==> config.mk <==
export PLATFORM = sky130hd
export DESIGN_NAME = bcd_counter_ndigit_flat
export DESIGN_NICKNAME = d
export VERILOG_FILES = /design/src/rtl/bcd_counter_ndigit_if.sv /design/src/rtl/bcd_counter_ndigit.sv /design/src/flat_wrapper.sv
export SDC_FILE = /design/constraint.sdc
export NUM_CORES = 1
export LEC_CHECK = 0
export CELL_PAD_IN_SITES_DETAIL_PLACEMENT = 1
export CELL_PAD_IN_SITES_GLOBAL_PLACEMENT = 1
export CORE_UTILIZATION = 36
export CTS_CLUSTER_DIAMETER = 30
export DETAILED_ROUTE_END_ITERATION = 10
export PLACE_DENSITY_LB_ADDON = 0.1
export SYNTH_ARGS = -nofsm -noshare
export SYNTH_HDL_FRONTEND = slang
export SYNTH_SLANG_ARGS = --single-unit
==> constraint.sdc <==
create_clock -name clk -period 2.65 [get_ports clk]
set_clock_uncertainty 0.2 [all_clocks]
set_input_delay 0.53 -clock clk [delete_from_list [all_inputs] [get_ports clk]]
set_output_delay 0.53 -clock clk [all_outputs]
set_load 0.05 [all_outputs]
==> src/rtl/bcd_counter_ndigit_if.sv <==
// Control and status bundle for the multi-digit BCD counter.
// master: the block that steers the counter (enable, direction, load).
// slave:  the counter itself, returning count and terminal/error flags.
interface bcd_counter_ndigit_if #(
  parameter int DIGITS = 3
);
  logic                  enable;
  logic                  up_dn;
  logic                  load;
  logic [4*DIGITS-1:0]   load_val;
  logic [4*DIGITS-1:0]   count;
  logic [DIGITS-1:0]     digit_tc;
  logic                  done;
  logic                  load_err;

  modport master (
    output enable, up_dn, load, load_val,
    input  count, digit_tc, done, load_err
  );

  modport slave (
    input  enable, up_dn, load, load_val,
    output count, digit_tc, done, load_err
  );
endinterface

==> src/rtl/bcd_counter_ndigit.sv <==
// Multi-digit BCD up/down counter with validated parallel load and wrap/saturate.
// Latency: count and load_err update one edge after load/enable; digit_tc and done are combinational.
// Backpressure: none; the counter accepts a load or step on every edge, load taking priority over enable.
module bcd_counter_ndigit #(
  parameter int DIGITS   = 3,
  parameter bit SATURATE = 1'b0
) (
  input logic                 clk,
  input logic                 reset,
  bcd_counter_ndigit_if.slave bus
);

  localparam int W = 4 * DIGITS;

  logic [W-1:0]      count_q;
  logic              load_err_q;
  logic [DIGITS-1:0] is9;
  logic [DIGITS-1:0] is0;
  logic              at_tc;
  logic [W-1:0]      step_val;
  logic              carry;
  logic [W-1:0]      load_clamped;
  logic              load_bad;

  // Per-digit terminal detection, shared by the carry chain and the status flags
  always_comb begin
    is9 = '0;
    is0 = '0;
    for (int i = 0; i < DIGITS; i++) begin
      is9[i] = (count_q[4*i +: 4] == 4'd9);
      is0[i] = (count_q[4*i +: 4] == 4'd0);
    end
  end

  // Terminal count follows the current direction, independent of enable
  assign at_tc        = bus.up_dn ? (&is9) : (&is0);
  assign bus.digit_tc = bus.up_dn ? is9 : is0;
  assign bus.done     = at_tc;
  assign bus.count    = count_q;
  assign bus.load_err = load_err_q;

  // Whole-count step in one edge: a digit moves only when every lower digit is terminal
  always_comb begin
    step_val = count_q;
    carry    = 1'b1;
    for (int i = 0; i < DIGITS; i++) begin
      if (carry) begin
        if (bus.up_dn) begin
          step_val[4*i +: 4] = is9[i] ? 4'd0 : count_q[4*i +: 4] + 4'd1;
        end else begin
          step_val[4*i +: 4] = is0[i] ? 4'd9 : count_q[4*i +: 4] - 4'd1;
        end
      end
      carry = carry & (bus.up_dn ? is9[i] : is0[i]);
    end
  end

  // Clamp illegal load nibbles to 9 so the count can never leave BCD
  always_comb begin
    load_clamped = bus.load_val;
    load_bad     = 1'b0;
    for (int i = 0; i < DIGITS; i++) begin
      if (bus.load_val[4*i +: 4] > 4'd9) begin
        load_clamped[4*i +: 4] = 4'd9;
        load_bad               = 1'b1;
      end
    end
  end

  // Count register: load beats enable; saturation freezes at the terminal of the current direction
  always_ff @(posedge clk or negedge reset) begin
    if (!reset) begin
      count_q    <= '0;
      load_err_q <= 1'b0;
    end else begin
      load_err_q <= bus.load & load_bad;
      if (bus.load) begin
        count_q <= load_clamped;
      end else if (bus.enable && !(SATURATE && at_tc)) begin
        count_q <= step_val;
      end
    end
  end

endmodule

==> src/flat_wrapper.sv <==
// flat-port wrapper written by rule: the top's interface ports become plain ports
module bcd_counter_ndigit_flat 
#(
  parameter int DIGITS   = 3,
  parameter bit SATURATE = 1'b0
)
  (clk, reset, bus_enable, bus_up_dn, bus_load, bus_load_val, bus_count, bus_digit_tc, bus_done, bus_load_err);
  bcd_counter_ndigit_if #(.DIGITS(DIGITS)) bus_i ();
  input logic clk;
  input logic reset;
  input wire logic [$bits(bus_i.enable)-1:0] bus_enable;
  input wire logic [$bits(bus_i.up_dn)-1:0] bus_up_dn;
  input wire logic [$bits(bus_i.load)-1:0] bus_load;
  input wire logic [$bits(bus_i.load_val)-1:0] bus_load_val;
  output wire logic [$bits(bus_i.count)-1:0] bus_count;
  output wire logic [$bits(bus_i.digit_tc)-1:0] bus_digit_tc;
  output wire logic [$bits(bus_i.done)-1:0] bus_done;
  output wire logic [$bits(bus_i.load_err)-1:0] bus_load_err;
  assign bus_i.enable = bus_enable;
  assign bus_i.up_dn = bus_up_dn;
  assign bus_i.load = bus_load;
  assign bus_i.load_val = bus_load_val;
  assign bus_count = bus_i.count;
  assign bus_digit_tc = bus_i.digit_tc;
  assign bus_done = bus_i.done;
  assign bus_load_err = bus_i.load_err;
  bcd_counter_ndigit #(.DIGITS(DIGITS), .SATURATE(SATURATE)) u_core (.clk(clk), .reset(reset), .bus(bus_i));
endmodule
==> run metrics, run 1 <==
ANT cells=0; Mapped Cells=157; Least-Margin Pin Slew=0.6182 ns; Core Footprint=0.003103 mm^2; WL per Instance=15.84 um; xor and xnor fraction of the mapped netlist area=0.04389; Worst Reg-to-Reg Cells=6; RSZ-0062 raised after global routing=no; pin count of the biggest net entering global routing=16; Die H=59.67 um; Yosys Warn Count=0; Reg2Reg Setup Slack=0.60 ns; Reg2Reg Launch Point=u_core.bus.count[4]; post-synthesis sequential area ratio=0.2717; Clock Tree Buf Depth=2; CTS tree=built; Max FO, Critical Path=14; Layout Nets=206; Rel. slew slack=0.5866; Yosys reg bits=13; Final Max Tran Viols=0; clock sink count=13; H-tree depth=1; clk slew on worst S/H paths=0.09 ns; fin cells=232; total CTS buffers=3; final wirelength=3676 um; Top-Level Pins=34; Worst path slowest cell=dfrtp_1; Root Buffer=clkbuf_4; crit-path leading delay family=flip-flops; endpoints failing hold=0; GP Congestion=0.8459; synth unique cells=48; Port Buffers=33; Syn-to-layout area delta=38.87%; CP required=1.92 ns; crit path time final=2.550 ns; FF-to-FF End=u_core.bus.count[9]; Cell Rows=20; buffers plus inverters on the worst setup path=1; number of global-route vias before repair=1,343; fillcell total=410; crit path DAT=1.82 ns; Maximum Capacitance Violations=0; Vias/cell=5.642; Design Area, Final=0.001663 mm^2; drt first pass iters=4; Syn Nets=174; Critical Path Max Stage Delay=0.63 ns; CP startpoint kind=flip-flop; PD cells=484.2 mW/mm^2; Final Setup Violations=0; initial antenna violation count=0; run status=finished, final reports clean; CP Capture Type=output pin; placed wire-length estimate=2738 um; Initial Util=0.3859; crit share post-route=0.9622; leading cell types in the layout, fill and taps excluded=clkdlybuf4s50_1 (28), o21ai_0 (20), nand2_1 (16); total track usage=0.2423; Post-Synth Simple-Gate Area=0.2518; placed insts=228; die area=0.003561 mm^2; Synth Area in Adders=0; DR vias=1,309; clk_lat worst skew=0.28 ns; 1st-iter DRT viols=99; DR DRC count=0; worst vdd ir=0.2630 mV; Synth Area in Compound Gates=0.3229; average cell area after synthesis=7.627 um^2; largest family of logic cells by synthesized area=compound AO/OA/AOI/OAI gates; Die X=59.67 um; layout cells sized above 1=0.1489; most common cell after layout, fill and taps aside=clkdlybuf4s50_1; multiplexer area fraction after synthesis=0.02612; Final ANT Viol Nets=0; Pleak=0.6279 nW; max frequency=392.2 MHz; critical path class=reg -> out; Syn Std Cell Area=0.001197 mm^2; global-route wire length before repair=6506 um; Worst Hold Class=in -> async; global-route congestion overflow total=0; Post-DP Area=0.001637 mm^2; crit-path cells=nor2_1 > and3_1 > o21ai_0 > nor4_4 > buf_12
-- power by group --
part           switching [mW]  internal, mW
logic                   0.235         0.170
registers              0.0523         0.220
clock network          0.0701        0.0585
total                   0.357         0.448
-- repair_timing --
action / CTS / global route
setup buffers: 0 / 0
hold buffers: 0 / 0
setup endpoints to repair: 3 / 1
gates resized for setup: 1 / 1
-- sequential cells by signal, summed over array words and instances (netlist names) --
signal / count
u_core.bus.count: 12
u_core.bus.load_err: 1
-- routing by layer --
| metal | up-vias | part of all wire | track usage |
|---|---|---|---|
| met4 | 0 | 0.020 | 0.09302 |
| met5 | - | 0 | 0 |
| met1 | 624 | 0.47 | 0.3320 |
| met2 | 34 | 0.48 | 0.3921 |
| li1 | 645 | - | - |
| met3 | 6 | 0.027 | 0.02381 |
-- worst max-delay path by stage --
stage / from / end / slack, ns / depth (start not counted)
floorplan: u_core.bus.count[4] / bus_done / -0.01 / 5
global placement: bus_up_dn / bus_digit_tc[2] / -0.04 / 4
detailed placement: bus_up_dn / bus_done / -0.11 / 6
CTS: u_core.bus.count[8] / bus_done / 0.09 / 5
global route: u_core.bus.count[8] / bus_done / 0.02 / 5
finish: u_core.bus.count[8] / bus_done / 0.10 / 5
-- metrics by stage --
step                 TNS, ns    util  worst slack, ns  power (mW)  hold WS [ns]
finish                     0  0.5359           0.1001      0.8052        0.4232
global route               0  0.5359          0.01852      0.8566        0.4817
CTS                        0  0.5355          0.08868      0.8115        0.4588
detailed placement   -0.1962  0.5274          -0.1077      0.6795        0.4761
global placement    -0.05287  0.5274         -0.03608      0.6673        0.4628
floorplan           -0.01327       -         -0.01327      0.5290       0.03441
-- cells by family after synthesis --
kind of cell,count (synthesis)
AOI/OAI and AO/OA,56
xor gates and xnor gates,6
buffers and inverters,20
DFF,13
muxes,3
and+or+nand+nor,59
-- worst register-to-register path: stages (launching register included) --
cell and delay [ns]:
dfrtp_1 0.38, buf_4 0.19, or3_4 0.39, a21oi_4 0.21, and2_1 0.29, mux2i_1 0.22
o21ai_1 0.07
-- cells in the mapped netlist, drive strengths merged --
| cell type | number | area [um^2] |
|---|---|---|
| a211oi | 1 | 7.510 |
| a21oi | 9 | 56.31 |
| a221o | 2 | 20.02 |
| a221oi | 1 | 8.760 |
| a22o | 1 | 8.760 |
| a22oi | 3 | 27.52 |
| a31oi | 4 | 25.02 |
| a41oi | 2 | 17.52 |
| and2 | 2 | 12.51 |
| and3 | 5 | 31.28 |
| buf | 9 | 58.80 |
| clkbuf | 6 | 22.52 |
| clkinv | 1 | 3.750 |
| dfrtp | 13 | 325.3 |
| inv | 4 | 15.01 |
| mux2 | 1 | 11.26 |
| mux2i | 2 | 20.02 |
| nand2 | 16 | 60.06 |
| nand3 | 4 | 20.02 |
| nand4 | 1 | 6.260 |
| nand4b | 3 | 26.28 |
| nor2 | 16 | 62.56 |
| nor2b | 1 | 6.260 |
| nor3 | 4 | 25.02 |
| nor3b | 2 | 15.01 |
| nor4 | 2 | 12.51 |
| o211a | 1 | 17.52 |
| o211ai | 2 | 15.01 |
| o21a | 1 | 7.510 |
| o21ai | 21 | 105.1 |
| o221ai | 2 | 17.52 |
| o22ai | 1 | 6.260 |
| o2bb2ai | 1 | 8.760 |
| o31a | 2 | 17.52 |
| o31ai | 2 | 20.02 |
| or2 | 1 | 6.260 |
| or3 | 2 | 17.52 |
| xnor2 | 6 | 52.55 |
-- final cells by class --
type	count	area (um^2)	share of cell area
multi-input cells	124	799.5	0.4808
repair buffers	42	436.7	0.2626
well taps	44	55.05	0.03311
clock buffers	4	26.28	0.01580
flip-flops and latches	13	326.6	0.1964
inverters	5	18.77	0.01129
(Power assumes the default switching activity.)
==> run 2, diff against run 1 <==
--- a/config.mk
+++ b/config.mk
@@ -5,11 +5,13 @@
 export SDC_FILE = /design/constraint.sdc
 export NUM_CORES = 1
 export LEC_CHECK = 0
+export CAP_MARGIN = 30
 export CELL_PAD_IN_SITES_DETAIL_PLACEMENT = 1
 export CELL_PAD_IN_SITES_GLOBAL_PLACEMENT = 1
 export CORE_UTILIZATION = 36
 export CTS_CLUSTER_DIAMETER = 30
 export DETAILED_ROUTE_END_ITERATION = 10
+export MAX_ROUTING_LAYER = met4
 export PLACE_DENSITY_LB_ADDON = 0.1
 export SYNTH_ARGS = -nofsm -noshare
 export SYNTH_HDL_FRONTEND = slang
==> run metrics, run 2 (synthesis results as in run 1) <==
run status=finished, final reports clean (unchanged); Die H=59.67 um (unchanged); 1st-iter DRT viols=100 (was 99); FF-to-FF End=u_core.bus.count[9] (unchanged); total track usage=0.2499 (was 0.2423); Critical Path Max Stage Delay=0.63 ns (about the same); clock sink count=13 (unchanged); crit share post-route=0.9616 (was 0.9622); crit-path leading delay family=flip-flops (unchanged); Port Buffers=33 (unchanged); global-route congestion overflow total=0 (unchanged); Top-Level Pins=34 (unchanged); Final ANT Viol Nets=0 (unchanged); die area=0.003561 mm^2 (unchanged); GP Congestion=0.8592 (was 0.8459); crit-path cells=nor2_1 > and3_1 > o21ai_0 > nor4_4 > buf_12 (unchanged); Final Setup Violations=0 (unchanged); Core Footprint=0.003103 mm^2 (unchanged); H-tree depth=1 (unchanged); Worst path slowest cell=dfrtp_1 (unchanged); final wirelength=3654 um (was 3676 um); Final Max Tran Viols=0 (unchanged); Max FO, Critical Path=14 (unchanged); Post-DP Area=0.001637 mm^2 (unchanged); placed wire-length estimate=2738 um (unchanged); Initial Util=0.3859 (unchanged); Least-Margin Pin Slew=0.6258 ns (was 0.6182 ns); leading cell types in the layout, fill and taps excluded=clkdlybuf4s50_1 (28), o21ai_0 (20), nand2_1 (16) (unchanged); Syn-to-layout area delta=38.87% (unchanged); CP Capture Type=output pin (unchanged); cts hold-fix bufs=0 (unchanged); DR DRC count=0 (unchanged); drt first pass iters=4 (unchanged); DR vias=1,306 (was 1,309); Design Area, Final=0.001663 mm^2 (unchanged); PD cells=482.8 mW/mm^2 (was 484.2 mW/mm^2); Pwr Total=0.8029 mW (was 0.8052 mW); Maximum Capacitance Violations=0 (unchanged); max frequency=392.4 MHz (was 392.2 MHz); crit path time final=2.548 ns (was 2.550 ns); clk_lat worst skew=0.28 ns (about the same); post-CTS setup buffer count=0 (unchanged); max reg flops=12 (unchanged); endpoints failing hold=0 (unchanged); fillcell total=410 (unchanged); RSZ-0062 raised after global routing=no (unchanged); ANT cells=0 (unchanged); most common cell after layout, fill and taps aside=clkdlybuf4s50_1 (unchanged); WL per Instance=15.75 um (was 15.84 um); Worst Hold Class=in -> async (unchanged); Reg2Reg Setup Slack=0.60 ns (about the same); Reg2Reg Launch Point=u_core.bus.count[4] (unchanged); crit path DAT=1.82 ns (about the same); Layout Nets=206 (unchanged); clk slew on worst S/H paths=0.09 ns (about the same); CP startpoint kind=flip-flop (unchanged); critical path class=reg -> out (unchanged); Die X=59.67 um (unchanged); worst vdd ir=0.2619 mV (was 0.2630 mV); pin count of the biggest net entering global routing=16 (unchanged); layout cells sized above 1=0.1489 (unchanged); initial antenna violation count=0 (unchanged); total CTS buffers=3 (unchanged); Cell Rows=20 (unchanged); global-route wire length before repair=6520 um (was 6506 um); number of global-route vias before repair=1,334 (was 1,343); Root Buffer=clkbuf_4 (unchanged); CP required=1.92 ns (about the same); Rel. slew slack=0.5815 (was 0.5866); CTS tree=built (unchanged); Vias/cell=5.629 (was 5.642); Worst Reg-to-Reg Cells=6 (unchanged); fin worst setup slack=0.1017 ns (was 0.1001 ns); pre-CTS WS=-0.1077 ns (unchanged); Clock Tree Buf Depth=2 (unchanged); buffers plus inverters on the worst setup path=1 (unchanged); Pleak=0.6279 nW (unchanged)
==> run 2: cell counts in the layout (fill, tap and decap cells not counted) <==
No cell type changed its count.
==> run 2: final cells by class <==
type,count,area [um^2],area share
multi-input cells,124,799.5,0.4808
repair buffers,42,436.7,0.2626
flip-flops and latches,13,326.6,0.1964
well taps,44,55.05,0.03311
clock buffers,4,26.28,0.01580
inverters,5,18.77,0.01129
==> run 2: worst max path at each step <==
stage	from	endpoint	cells after the start
after floorplan	u_core.bus.count[4]	bus_done	5
after global placement	bus_up_dn	bus_digit_tc[2]	4
after detailed placement	bus_up_dn	bus_done	6
after CTS	u_core.bus.count[8]	bus_done	5
after global routing	u_core.bus.count[8]	bus_done	5
final	u_core.bus.count[8]	bus_done	5
==> run 2: worst reg2reg max path: stages, from the launching register on <==
cell and delay (ns):
dfrtp_1 0.38, buf_4 0.19, or3_4 0.39, a21oi_4 0.21, and2_1 0.29, mux2i_1 0.22
o21ai_1 0.07
==> run 2: through the flow <==
stage          instances  TNS (ns)    util  hold WS (ns)
6_report             232         0  0.5359        0.4326
3_5_place_dp         228   -0.1962  0.5274        0.4761
3_3_place_gp         228  -0.05287  0.5274        0.4628
5_1_grt              232         0  0.5359        0.4817
4_1_cts              232         0  0.5355        0.4588
2_1_floorplan        157  -0.01327       -       0.03441
==> run 2: where the power goes <==
part	internal (mW)	total [mW]	switching, mW
sequential	0.220	0.272	0.0522
combinational	0.170	0.405	0.235
clock	0.0583	0.126	0.0677
total	0.448	0.803	0.355
==> run 2: per-layer routing <==
metal	global-route usage	routed length (um)	part of all wire	vias up
met5	-	0	0	-
met4	0.09302	56	0.015	0
met3	0.02381	97	0.027	4
met2	0.3921	1768	0.48	26
met1	0.3333	1732	0.47	630
li1	-	-	-	646
==> run 2: what timing repair did <==
action | CTS | global route
setup endpoints to repair | 3 | 1
pin swaps | 0 | 0
gates cloned | 0 | 0
gates resized for setup | 1 | 1
==> run 3, diff against run 2 <==
--- a/config.mk
+++ b/config.mk
@@ -8,6 +8,7 @@
 export CAP_MARGIN = 30
 export CELL_PAD_IN_SITES_DETAIL_PLACEMENT = 1
 export CELL_PAD_IN_SITES_GLOBAL_PLACEMENT = 1
+export CORE_ASPECT_RATIO = 1.75
 export CORE_UTILIZATION = 36
 export CTS_CLUSTER_DIAMETER = 30
 export DETAILED_ROUTE_END_ITERATION = 10
==> run metrics, run 3 (synthesis results as in run 1) <==
Pleak=0.6643 nW (was 0.6279 nW); total track usage=0.2550 (was 0.2499); Vias/cell=5.771 (was 5.629); initial antenna violation count=0 (unchanged); clk slew on worst S/H paths=0.06 ns (was 0.09 ns); Final Setup Violations=0 (unchanged); final wirelength=4008 um (was 3654 um); number of global-route vias before repair=1,403 (was 1,334); Die H=78.30 um (was 59.67 um); most common cell after layout, fill and taps aside=clkdlybuf4s50_1 (unchanged); Post-DP Area=0.001665 mm^2 (was 0.001637 mm^2); CP startpoint kind=input port (was flip-flop); fin cells=236 (was 232); hold slack=0.4837 ns (was 0.4326 ns); total CTS buffers=3 (unchanged); clk_lat worst skew=0.24 ns (was 0.28 ns); max frequency=396.6 MHz (was 392.4 MHz); worst vdd ir=0.3192 mV (was 0.2619 mV); crit path DAT=1.79 ns (was 1.82 ns); H-tree depth=1 (unchanged); Maximum Capacitance Violations=0 (unchanged); layout cells sized above 1=0.1762 (was 0.1489); pin count of the biggest net entering global routing=17 (was 16); placed wire-length estimate=3008 um (was 2738 um); TNS Setup=0 ns (unchanged); Pwr Total=0.8788 mW (was 0.8029 mW); Port Buffers=33 (unchanged); area occupied by multi-input gates=812.0 um^2 (was 799.5 um^2); CTS tree=built (unchanged); Design Area, Final=0.001733 mm^2 (was 0.001663 mm^2); WL per Instance=16.98 um (was 15.75 um); Initial Util=0.3811 (was 0.3859); placed insts=231 (was 228); CP Capture Type=output pin (unchanged); Top-Level Pins=34 (unchanged); Worst Hold Class=in -> async (unchanged); global-route congestion overflow total=0 (unchanged); max reg flops=12 (unchanged); Final ANT Viol Nets=0 (unchanged); GP Congestion=0.8403 (was 0.8592); drt first pass iters=4 (unchanged); Core Footprint=0.003142 mm^2 (was 0.003103 mm^2); ANT cells=0 (unchanged); CP required=1.92 ns (about the same); pre-CTS WS=-0.08472 ns (was -0.1077 ns); endpoints failing hold=0 (unchanged); critical path class=in -> out (was reg -> out); Clock Tree Buf Depth=2 (unchanged); Max FO, Critical Path=8 (was 14); crit path time final=2.521 ns (was 2.548 ns); crit share post-route=0.9514 (was 0.9616); Reg area=325.3 um^2 (was 326.6 um^2); Syn-to-layout area delta=44.72% (was 38.87%); global-route wire length before repair=6568 um (was 6520 um); leading cell types in the layout, fill and taps excluded=clkdlybuf4s50_1 (28), o21ai_0 (19), nand2_1 (16) (was clkdlybuf4s50_1 (28), o21ai_0 (20), nand2_1 (16)); DR vias=1,362 (was 1,306); Least-Margin Pin Slew=0.6427 ns (was 0.6258 ns); cts hold-fix bufs=0 (unchanged); 1st-iter DRT viols=26 (was 100); DR DRC count=0 (unchanged); Die X=45.60 um (was 59.67 um); Cell Rows=27 (was 20); fillcell total=390 (was 410); run status=finished, final reports clean (unchanged); Core Util, Final=0.5516 (was 0.5359); clock sink count=13 (unchanged); die area=0.003570 mm^2 (was 0.003561 mm^2); Final Max Tran Viols=0 (unchanged); PD cells=507.1 mW/mm^2 (was 482.8 mW/mm^2); Root Buffer=clkbuf_8 (was clkbuf_4); fin worst setup slack=0.1289 ns (was 0.1017 ns); Layout Nets=211 (was 206); RSZ-0062 raised after global routing=no (unchanged); Rel. slew slack=0.5702 (was 0.5815)
run 3: changes by cell type in the layout (fill, tap and decap cells not counted), sizes merged:
cell,previous run,this run
buf,13,18
run 3: what timing repair did:
action | CTS | global route
gates resized for setup | 6 | 0
endpoints found under the hold margin | 0 | 0
endpoints found under the setup margin | 2 | 0
setup buffers | 1 | 0
run 3: worst paths after layout:
check                           cells after the start                start              endpoint  slack [ns]
min in group clk                                    3  u_core.bus.count[1]   u_core.bus.count[1]        0.54
max in group asynchronous                           1                reset   u_core.bus.count[7]        1.35
worst min register to register                      3  u_core.bus.count[1]   u_core.bus.count[1]        0.54
worst min-delay path                                1                reset  u_core.bus.count[11]        0.48
worst max-delay path                                7            bus_up_dn              bus_done        0.13
worst max register to register                      6  u_core.bus.count[0]   u_core.bus.count[8]        0.57
run 3: critical path: stages:
cell and delay [ns]:
dlygate4sd2_1 0.24, buf_6 0.13, nor3_4 0.11, and3_1 0.18, o21ai_2 0.08, nor4_4 0.33
buf_12 0.18
run 3: cell type report:
type	count	share of cell area
multi-input combinational	124	0.4686
tap	43	0.03105
timing repair buffer	47	0.2758
inverter	5	0.01083
clock buffer	4	0.02599
sequential	13	0.1877
run 3: routing by layer:
layer	vias up	global-route usage	wire, um	part of all wire
li1	647	-	-	-
met1	667	0.2601	1486	0.37
met2	40	0.4643	2301	0.57
met3	8	0.02529	118	0.029
met4	0	0.1030	101	0.025
met5	-	-	0	0
run 3: power by group:
group	leakage [nW]	switching, mW	internal, mW
Sequential	0.157	0.0483	0.220
Combinational	0.484	0.250	0.180
Clock	0.0228	0.0745	0.106
